File: src/rtl/vchannel_fifo_bank_pkg.sv
// Shared constants for the virtual-channel buffer bank: channel count and
// channel IDs, encoded the same way as the downstream arbiter's priority table.
package vchannel_fifo_bank_pkg;

    localparam int NUM_VC = 4;

    typedef logic [1:0] vc_id_t;

    localparam vc_id_t VCHANEL0 = 2'b00;
    localparam vc_id_t VCHANEL1 = 2'b01;
    localparam vc_id_t VCHANEL2 = 2'b10;
    localparam vc_id_t VCHANEL3 = 2'b11;

    // Occupancy needed for DEPTH entries plus the zero state.
    function automatic int cnt_width(input int depth);
        return $clog2(depth) + 1;
    endfunction

endpackage

File: src/rtl/vchannel_fifo_bank_fifo.sv
// Single first-word-fall-through FIFO channel. Head is read straight out of
// the storage array; status decodes from the registered occupancy count.
module vc_fifo
    import vchannel_fifo_bank_pkg::*;
#(
    parameter int DATA_W    = 4,
    parameter int DEPTH     = 4,
    parameter int AF_THRESH = 3
) (
    input  logic              clk0,
    input  logic              rst,
    input  logic              wr_en,
    input  logic [DATA_W-1:0] wr_data,
    input  logic              rd_en,
    output logic [DATA_W-1:0] rd_data,
    output logic              empty,
    output logic              full,
    output logic              almost_full,
    output logic              ovf,
    output logic              unf
);

    localparam int PTR_W = $clog2(DEPTH);
    localparam int CNT_W = cnt_width(DEPTH);

    logic [DATA_W-1:0] mem_q [DEPTH];
    logic [PTR_W-1:0]  wr_ptr_q, wr_ptr_d;
    logic [PTR_W-1:0]  rd_ptr_q, rd_ptr_d;
    logic [CNT_W-1:0]  count_q, count_d;
    logic              rd_ok;
    logic              wr_ok;

    // A pop on a full channel frees a slot in the same cycle, so the write
    // may land even when count equals DEPTH.
    always_comb begin
        rd_ok = rd_en && (count_q != '0);
        wr_ok = wr_en && ((count_q < CNT_W'(DEPTH)) || rd_ok);
        ovf   = wr_en && !wr_ok;
        unf   = rd_en && !rd_ok;
    end

    always_comb begin
        wr_ptr_d = wr_ptr_q;
        rd_ptr_d = rd_ptr_q;
        count_d  = count_q;
        if (wr_ok) begin
            wr_ptr_d = wr_ptr_q + PTR_W'(1);
        end
        if (rd_ok) begin
            rd_ptr_d = rd_ptr_q + PTR_W'(1);
        end
        case ({wr_ok, rd_ok})
            2'b10:   count_d = count_q + CNT_W'(1);
            2'b01:   count_d = count_q - CNT_W'(1);
            default: count_d = count_q;
        endcase
    end

    always_ff @(posedge clk0 or posedge rst) begin
        if (rst) begin
            wr_ptr_q <= '0;
            rd_ptr_q <= '0;
            count_q  <= '0;
        end else begin
            wr_ptr_q <= wr_ptr_d;
            rd_ptr_q <= rd_ptr_d;
            count_q  <= count_d;
        end
    end

    always_ff @(posedge clk0 or posedge rst) begin
        if (rst) begin
            for (int i = 0; i < DEPTH; i++) begin
                mem_q[i] <= '0;
            end
        end else if (wr_ok) begin
            mem_q[wr_ptr_q] <= wr_data;
        end
    end

    always_comb begin
        rd_data     = mem_q[rd_ptr_q];
        empty       = (count_q == '0);
        full        = (count_q == CNT_W'(DEPTH));
        almost_full = (count_q >= CNT_W'(AF_THRESH));
    end

endmodule

File: src/rtl/vchannel_fifo_bank.sv
// Four independent virtual-channel FIFOs feeding the weighted round-robin
// arbiter: steers writes by channel ID and collects sticky error flags.
module vchannel_fifo_bank
    import vchannel_fifo_bank_pkg::*;
#(
    parameter int DATA_W    = 4,
    parameter int DEPTH     = 4,
    parameter int AF_THRESH = 3
) (
    input  logic              clk0,
    input  logic              rst,
    input  logic              enb,
    input  logic              push,
    input  logic [1:0]        push_vc,
    input  logic [DATA_W-1:0] push_data,
    input  logic [3:0]        pop,
    output logic [DATA_W-1:0] data_vchannel0,
    output logic [DATA_W-1:0] data_vchannel1,
    output logic [DATA_W-1:0] data_vchannel2,
    output logic [DATA_W-1:0] data_vchannel3,
    output logic              empty_vchannel0,
    output logic              empty_vchannel1,
    output logic              empty_vchannel2,
    output logic              empty_vchannel3,
    output logic              full_vchannel0,
    output logic              full_vchannel1,
    output logic              full_vchannel2,
    output logic              full_vchannel3,
    output logic              almost_full_vchannel0,
    output logic              almost_full_vchannel1,
    output logic              almost_full_vchannel2,
    output logic              almost_full_vchannel3,
    output logic              overflow_err,
    output logic              underflow_err
);

    logic [NUM_VC-1:0] wr_en_vec;
    logic [NUM_VC-1:0] rd_en_vec;
    logic [NUM_VC-1:0] empty_vec;
    logic [NUM_VC-1:0] full_vec;
    logic [NUM_VC-1:0] af_vec;
    logic [NUM_VC-1:0] ovf_vec;
    logic [NUM_VC-1:0] unf_vec;
    logic [DATA_W-1:0] rd_data_vec [NUM_VC];
    logic              overflow_q, overflow_d;
    logic              underflow_q, underflow_d;

    always_comb begin
        wr_en_vec = '0;
        if (enb && push) begin
            case (push_vc)
                VCHANEL0: wr_en_vec[0] = 1'b1;
                VCHANEL1: wr_en_vec[1] = 1'b1;
                VCHANEL2: wr_en_vec[2] = 1'b1;
                VCHANEL3: wr_en_vec[3] = 1'b1;
            endcase
        end
        rd_en_vec = pop & {NUM_VC{enb}};
    end

    for (genvar g = 0; g < NUM_VC; g++) begin : g_vc
        vc_fifo #(
            .DATA_W    (DATA_W),
            .DEPTH     (DEPTH),
            .AF_THRESH (AF_THRESH)
        ) u_fifo (
            .clk0        (clk0),
            .rst         (rst),
            .wr_en       (wr_en_vec[g]),
            .wr_data     (push_data),
            .rd_en       (rd_en_vec[g]),
            .rd_data     (rd_data_vec[g]),
            .empty       (empty_vec[g]),
            .full        (full_vec[g]),
            .almost_full (af_vec[g]),
            .ovf         (ovf_vec[g]),
            .unf         (unf_vec[g])
        );
    end

    // Error events are already qualified by enb inside the enables.
    always_comb begin
        overflow_d  = overflow_q  | (|ovf_vec);
        underflow_d = underflow_q | (|unf_vec);
    end

    always_ff @(posedge clk0 or posedge rst) begin
        if (rst) begin
            overflow_q  <= 1'b0;
            underflow_q <= 1'b0;
        end else begin
            overflow_q  <= overflow_d;
            underflow_q <= underflow_d;
        end
    end

    assign overflow_err  = overflow_q;
    assign underflow_err = underflow_q;

    assign data_vchannel0 = rd_data_vec[0];
    assign data_vchannel1 = rd_data_vec[1];
    assign data_vchannel2 = rd_data_vec[2];
    assign data_vchannel3 = rd_data_vec[3];

    assign empty_vchannel0 = empty_vec[0];
    assign empty_vchannel1 = empty_vec[1];
    assign empty_vchannel2 = empty_vec[2];
    assign empty_vchannel3 = empty_vec[3];

    assign full_vchannel0 = full_vec[0];
    assign full_vchannel1 = full_vec[1];
    assign full_vchannel2 = full_vec[2];
    assign full_vchannel3 = full_vec[3];

    assign almost_full_vchannel0 = af_vec[0];
    assign almost_full_vchannel1 = af_vec[1];
    assign almost_full_vchannel2 = af_vec[2];
    assign almost_full_vchannel3 = af_vec[3];

endmodule

File: config.mk
export PLATFORM = sky130hd
export DESIGN_NAME = vchannel_fifo_bank
export DESIGN_NICKNAME = d
export VERILOG_FILES = /design/src/rtl/vchannel_fifo_bank_pkg.sv /design/src/rtl/vchannel_fifo_bank_fifo.sv /design/src/rtl/vchannel_fifo_bank.sv
export SDC_FILE = /design/constraint.sdc
export NUM_CORES = 1
export LEC_CHECK = 0
export ABC_AREA = 1
export CORE_MARGIN = 2
export CORE_UTILIZATION = 40
export CTS_CLUSTER_SIZE = 20
export DETAILED_ROUTE_END_ITERATION = 8
export GPL_ROUTABILITY_DRIVEN = 0
export PLACE_DENSITY = 0.56
export RECOVER_POWER = 50
export SETUP_SLACK_MARGIN = 0.15
export SYNTH_ARGS = -nofsm -noshare
export SYNTH_HDL_FRONTEND = slang
export SYNTH_SLANG_ARGS = --single-unit
export TNS_END_PERCENT = 10
File: constraint.sdc
create_clock -name clk0 -period 4.8 [get_ports clk0]
set_input_delay 1.44 -clock clk0 [delete_from_list [all_inputs] [get_ports clk0]]
set_output_delay 1.44 -clock clk0 [all_outputs]
set_load 0.01 [all_outputs]
==> results of run 1 <==
## through the flow
| stage | setup WS [ns] | cell area [um2] | hold WS (ns) | power, W | utilization [%] |
|---|---|---|---|---|---|
| detailed placement | 0.879 | 5630 | 0.454 | 0.00290 | 45.0 |
| CTS | 1.22 | 5920 | 0.471 | 0.00363 | 47.3 |
| finish | 0.928 | 5870 | 0.469 | 0.00359 | 46.9 |
| floorplan | 0.911 | 5070 | 0.437 | 0.00233 | - |
| global placement | 0.978 | 5630 | 0.453 | 0.00287 | 45.0 |
| global route | 0.584 | 5870 | 0.486 | 0.00389 | 46.9 |
## layout by cell type, fill, tap and decap left out
cell	n
nand3_2	3
o21ai_1	12
nand4_1	50
ha_1	20
nor2_1	44
clkbuf_16	9
dfrtp_1	94
nand2_2	4
nand3_1	15
xor2_1	11
nand3_4	7
clkbuf_8	1
nand2_1	164
inv_6	5
nand3b_1	4
o22ai_1	16
buf_4	4
dlygate4sd3_1	3
clkinvlp_2	1
inv_1	54
nor2_4	3
clkdlybuf4s50_1	40
clkbuf_1	3
nor3_1	4
xnor2_1	6
a21oi_1	2
clkinv_2	1
o21ai_0	48
fa_1	4
clkinv_1	4
## worst register-to-register path, delay by kind of cell (launching register included)
family / cells / cell delay [ns]
XOR/XNOR: 1 / 0.15
adder cells (fa/ha/maj): 2 / 0.56
buffers and inverters: 1 / 0.06
flip-flops: 1 / 0.38
AND/OR/NAND/NOR: 4 / 0.75
## registers in the layout, summed over array words and instances, names as in the netlist
signal,count
g_vc.u_fifo.count_q,12
g_vc.u_fifo.mem_q,64
g_vc.u_fifo.rd_ptr_q,8
g_vc.u_fifo.wr_ptr_q,8
overflow_err,1
underflow_err,1
## cells by family (layout without fill, tap and decap cells)
kind of cell / count (synthesis) / after routing / synth area share, %
adder cells (fa/ha/maj): 24 / 24 / 6.51
XOR/XNOR: 17 / 17 / 2.94
flip-flops: 94 / 94 / 46.4
buffers and inverters: 80 / 125 / 7.13
AND/OR/NAND/NOR: 298 / 298 / 29.0
AO/OA/AOI/OAI: 78 / 78 / 8.09
## power by group
| part | internal [W] | switching, W |
|---|---|---|
| Clock | 0.000374 | 0.000327 |
| Combinational | 0.000664 | 0.000858 |
| Sequential | 0.00110 | 0.000265 |
| Total | 0.00214 | 0.00145 |
## synth_stat cells, drive strengths merged
cell,instances
o21ai,60
xnor2,6
xor2,11
a21oi,2
o22ai,16
buf,17
nand4,50
nand3,25
fa,4
inv,55
nor2,47
ha,20
nand3b,4
clkbuf,4
clkinv,4
nand2,168
nor3,4
dfrtp,94
## per-layer routing
metal,up-vias,GRT usage (%),part of all wire [%]
li1,2030,-,-
met5,-,0,0
met1,1921,24.7,48
met3,12,5.45,5.1
met4,0,5.49,1.2
met2,90,30.0,45
## cell type report
class / instances / area share, %
clock buffer: 10 / 4.07
clock inverter: 6 / 0.831
inverter: 59 / 3.79
multi-input combinational: 417 / 39.5
sequential: 94 / 40.1
tap: 172 / 3.67
timing repair buffer: 50 / 8.04
## how the worst max path moves through the flow
stage / endpoint / start / slack (ns)
final: g_vc[3].u_fifo.count_q[1] / enb / 0.93
after global routing: g_vc[1].u_fifo.count_q[0] / rst / 0.58
after CTS: g_vc[2].u_fifo.count_q[1] / enb / 1.22
after detailed placement: g_vc[1].u_fifo.count_q[1] / enb / 0.88
after global placement: g_vc[1].u_fifo.count_q[2] / enb / 0.98
after floorplan: g_vc[0].u_fifo.count_q[0] / rst / 0.91
==> metrics.csv, run 1 <==
metric;value;unit
timing.rr.end;g_vc[1].u_fifo.count_q[2];
cp_slowest_cell;dlygate4sd3_1;
cp_max_fo;8;
synth_area;0.00507;mm2
worst_setup_path_end_kind;flop;
finalNonFillerCells;808;
h-tree-depth;3;
grt_pass1_vias;3919;
setup_tns;0;ns
finalSetupViolCount;0;
status;finished with violations;
fillCellCount;1260;
p_leak;2.85;nW
synth_cell_types;27;
synth_seq_cells;94;
grt_antenna_before_repair;0;
yosysWarningCount;0;
ir_drop;0.353;mV
drt_iter0_drc;321;
cts_root_buf;clkbuf_16;
cts.clk_slew.worst_paths;0.07;ns
period_minus_slack;3.87;ns
arrival;4.15;ns
crit_cells;8;
wl_per_cell;14.6;um
path_cells;dlygate4sd3_1 -> nand2_1 -> nor2_1 -> nand2_1 -> ha_1 -> inv_1 -> fa_1 -> o21ai_0;
layout.nets;669;
crit_family;simple AND/OR/NAND/NOR gates;
die_h;117;um
syn-num-nets;629;
grt_use_total;18.7;%
seq_area_frac_synth;46.4;%
powerDensity;611;mW/mm2
ant_nets;0;
syn_area_per_cell;8.58;um2
r2r_setup_slack;2.80;ns
dieArea;0.0136;mm2
post_cts_buffers;0;
cts_tree;yes;
clk_path_buf_depth;2;
tightest_slew;1.56;ns
required;5.08;ns
start_util;40.5;%
critical_path.max_stage_delay;0.75;ns
rows;41;
drt_pass1_iterations;6;
worst_r2r_path_depth;8;
startpoint_type;input port;
wl;11.8;mm
crit_top_cell;nand2_1;
num_vias;4053;
clock.fmax;258;MHz
clkSinkCount;94;
die_width;117;um
holdPathStages;2;
io_pins;44;
clock_skew;0.00863;ns
synth_top_area_share;46.4;%
hold_viol_final;0;
dp_cells;792;
hold_start;g_vc[0].u_fifo.mem_q[8];
grt_max_degree;29;
clock_latency;0.35;ns
syn_inst;591;
worst_hold_path_type;flop to flop;
synth_area_leaders;dfrtp_1, nand2_1, nand4_1, ha_1, o21ai_0;
reg2reg_from;g_vc[1].u_fifo.count_q[2];
grt_pass1_wl;19.4;mm
overflow;0;
ctsHoldBuffers;0;
post_cts_resized;0;
syn_to_final_growth;15.7;%
final-seq-area;0.00235;mm2
slew_viol_final;29;
synth_top_area_cell;dfrtp_1;
relSlewSlack;-3.99;%
rsz0062_at_grt;no;
crit_buf_inv;2;
drv_cap;1;
via_per_inst;5.02;
finalCritPeriodShare;80.7;%
dp_hpwl;8.38;mm
violations;max-capacitance violations, max-slew violations;
numPortBuffers;43;
critical_path_class;input port to flop;
antenna_cells;0;
multi_input_area;0.00232;mm2
drive_gt1_share;5.97;%
drc;0;
min_to;g_vc[0].u_fifo.mem_q[8];
core-area;0.0125;mm2
cts_inserted_buffers;9;
(Power assumes the default switching activity.)
==> run 2, diff against run 1 <==
==> constraint.sdc (replaced) <==
create_clock -name clk0 -period 3.9 [get_ports clk0]
set_input_delay 1.17 -clock clk0 [delete_from_list [all_inputs] [get_ports clk0]]
set_output_delay 1.17 -clock clk0 [all_outputs]
set_load 0.01 [all_outputs]
==> run 2 against run 1 <==
The run still ends with max-capacitance violations, max-slew violations left. Non-clock buffer count unchanged. Sequential share of layout area down 0.45 points. Routed wire length up 0.50%. Clock skew up 0.0031 ns. Utilization up 0.53 points. Die area unchanged. Combinational power up 25%. Hold slack better by 0.0044 ns. Total power up 26%. Critical endpoint unchanged. Largest cell class unchanged.
==> metrics.csv, run 2 (synthesized netlist as in run 1, its figures left out) <==
metric;value;unit;change
grt_max_degree;55;;+90%
drive_gt1_share;6.76;%;+0.79 points
relSlewSlack;-29.3;%;-25 points
fin_ws;0.536;ns;-0.392 ns
endpoint;g_vc[3].u_fifo.count_q[1];;
drt_pass1_iterations;5;;-1
cts_tree;yes;;
final-seq-area;0.00235;mm2;unchanged
critical_path.max_stage_delay;0.79;ns;+0.04 ns
ctsHoldBuffers;0;;unchanged
via_per_inst;5.00;;-0.22%
rsz0062_at_grt;no;;
setup_tns;0;ns;unchanged
slew_viol_final;41;;+41%
pre_cts_ws;0.412;ns;-0.467 ns
timing.rr.end;g_vc[2].u_fifo.count_q[2];;
clock.fmax;297;MHz;
cts.clk_slew.worst_paths;0.08;ns;about the same
layout_commonest_cell;nand2_1;;
path_cells;dlygate4sd3_1 -> nand2_1 -> nor2_8 -> nand2_1 -> ha_1 -> inv_1 -> fa_1 -> o21ai_0;;
worst_hold_path_type;flop to flop;;
h-tree-depth;3;;unchanged
period_minus_slack;3.36;ns;
crit_cells;8;;unchanged
largest_register_ffs;64;;unchanged
worst_setup_path_end_kind;flop;;
dieArea;0.0136;mm2;unchanged
clock_skew;0.0118;ns;+0.00314 ns
die_width;117;um;unchanged
worst_r2r_path_depth;10;;+2
post_cts_resized;0;;unchanged
rows;41;;unchanged
crit_buf_inv;2;;unchanged
crit_family;buffers and inverters;;
drv_cap;1;;unchanged
dp_hpwl;8.23;mm;-1.8%
crit_top_cell;nand2_1;;
cts_root_buf;clkbuf_16;;
cts_inserted_buffers;9;;unchanged
regMostFlops;g_vc.u_fifo.mem_q;;
arrival;3.65;ns;-0.50 ns
syn_to_final_growth;17.0;%;
critical_path_class;input port to flop;;
fillCellCount;1243;;-1.3%
grt_pass1_vias;4004;;+2.2%
cp-startpoint;enb;;
wl_per_cell;14.7;um;+0.50%
status;finished with violations;;
core-area;0.0125;mm2;unchanged
start_util;40.5;%;unchanged
clk_path_buf_depth;2;;unchanged
ir_drop;0.327;mV;-7.2%
layout.nets;669;;unchanged
post_cts_buffers;0;;unchanged
drt_iter0_drc;353;;+10%
drc;0;;unchanged
grt_use_total;19.1;%;+0.41 points
reg2reg_from;g_vc[2].u_fifo.count_q[1];;
tightest_slew;1.93;ns;+0.369 ns
wl;11.8;mm;+0.50%
hold_viol_final;0;;unchanged
io_pins;44;;unchanged
finalSetupViolCount;0;;unchanged
overflow;0;;unchanged
finalCritPeriodShare;86.3;%;
most-common-layout-cells;nand2_1, dfrtp_1, inv_1;;
powerDensity;759;mW/mm2;+24%
numPortBuffers;43;;unchanged
reg_top3;g_vc.u_fifo.mem_q x64, g_vc.u_fifo.count_q x12;;
grt_pass1_wl;19.9;mm;+2.7%
num_vias;4044;;-0.22%
cp_max_fo;8;;unchanged
grt_antenna_before_repair;0;;unchanged
r2r_setup_slack;2.01;ns;-0.79 ns
clkSinkCount;94;;unchanged
multi_input_area;0.00234;mm2;+0.81%
clock_latency;0.36;ns;about the same
violations;max-capacitance violations, max-slew violations;;
antenna_cells;0;;unchanged
die_h;117;um;unchanged
p_leak;2.88;nW;+1.3%
required;4.18;ns;-0.90 ns
startpoint_type;input port;;
ant_nets;0;;unchanged
cp_slowest_cell;dlygate4sd3_1;;
[run 2: changes by cell type in the layout (fill, tap and decap cells not counted), moves of 2 or more]
cell and delta:
inv_6 -2, buf_4 +2, clkbuf_1 -3, inv_8 +2
[run 2: layout make-up]
cell class / instances / share of cell area, %
Sequential cell: 94 / 39.6
Multi-Input combinational cell: 417 / 39.4
Timing Repair Buffer: 50 / 8.35
Clock buffer: 9 / 3.79
Inverter: 59 / 3.75
Tap cell: 172 / 3.63
Clock inverter: 7 / 1.45
[run 2: where the power goes]
part / internal [W] / leakage [nW] / switching (W)
Sequential: 0.00135 / 1.20 / 0.000321
Combinational: 0.000830 / 1.53 / 0.00107
Clock: 0.000513 / 0.151 / 0.000424
Total: 0.00270 / 2.88 / 0.00181
[run 2: routing by layer]
layer	vias up	track usage, %	part of all wire, %
met5	-	0	0
met4	0	6.35	1.9
met1	1893	26.3	49
met3	16	6.12	5.7
li1	2040	-	-
met2	95	28.6	44
[run 2: worst min path at each step]
stage                                   from                       end  depth (start not counted)
floorplan            g_vc[0].u_fifo.mem_q[4]   g_vc[0].u_fifo.mem_q[4]                          2
global placement     g_vc[0].u_fifo.mem_q[4]   g_vc[0].u_fifo.mem_q[4]                          2
detailed placement   g_vc[2].u_fifo.mem_q[5]   g_vc[2].u_fifo.mem_q[5]                          2
CTS                  g_vc[2].u_fifo.mem_q[5]   g_vc[2].u_fifo.mem_q[5]                          2
global route        g_vc[2].u_fifo.mem_q[10]  g_vc[2].u_fifo.mem_q[10]                          2
finish              g_vc[0].u_fifo.mem_q[11]  g_vc[0].u_fifo.mem_q[11]                          2
[run 2: through the flow]
| stage | util, % | total power [W] | instance area (um2) | hold WS (ns) | cells |
|---|---|---|---|---|---|
| 2_1_floorplan | - | 0.00287 | 5070 | 0.437 | 591 |
| 3_3_place_gp | 45.1 | 0.00356 | 5640 | 0.453 | 792 |
| 3_5_place_dp | 45.1 | 0.00360 | 5640 | 0.456 | 792 |
| 4_1_cts | 47.6 | 0.00455 | 5960 | 0.473 | 808 |
| 5_1_grt | 47.4 | 0.00488 | 5940 | 0.495 | 808 |
| 6_report | 47.4 | 0.00451 | 5940 | 0.473 | 808 |
[run 2: worst min-delay path: cells and delay by family, from the launching register on]
| kind | cells | cell delay [ns] |
|---|---|---|
| flip-flops | 1 | 0.35 |
| AND/OR/NAND/NOR | 2 | 0.10 |
==> run 3, diff against run 2 <==
--- a/config.mk
+++ b/config.mk
@@ -8,12 +8,14 @@
 export ABC_AREA = 1
 export CORE_MARGIN = 2
 export CORE_UTILIZATION = 40
+export CTS_CLUSTER_DIAMETER = 120
 export CTS_CLUSTER_SIZE = 20
 export DETAILED_ROUTE_END_ITERATION = 8
 export GPL_ROUTABILITY_DRIVEN = 0
 export PLACE_DENSITY = 0.56
 export RECOVER_POWER = 50
 export SETUP_SLACK_MARGIN = 0.15
+export SKIP_LAST_GASP = 1
 export SYNTH_ARGS = -nofsm -noshare
 export SYNTH_HDL_FRONTEND = slang
 export SYNTH_SLANG_ARGS = --single-unit
==> results of run 3 <==
Final layout, timing and power as in run 2 (identical DEF).
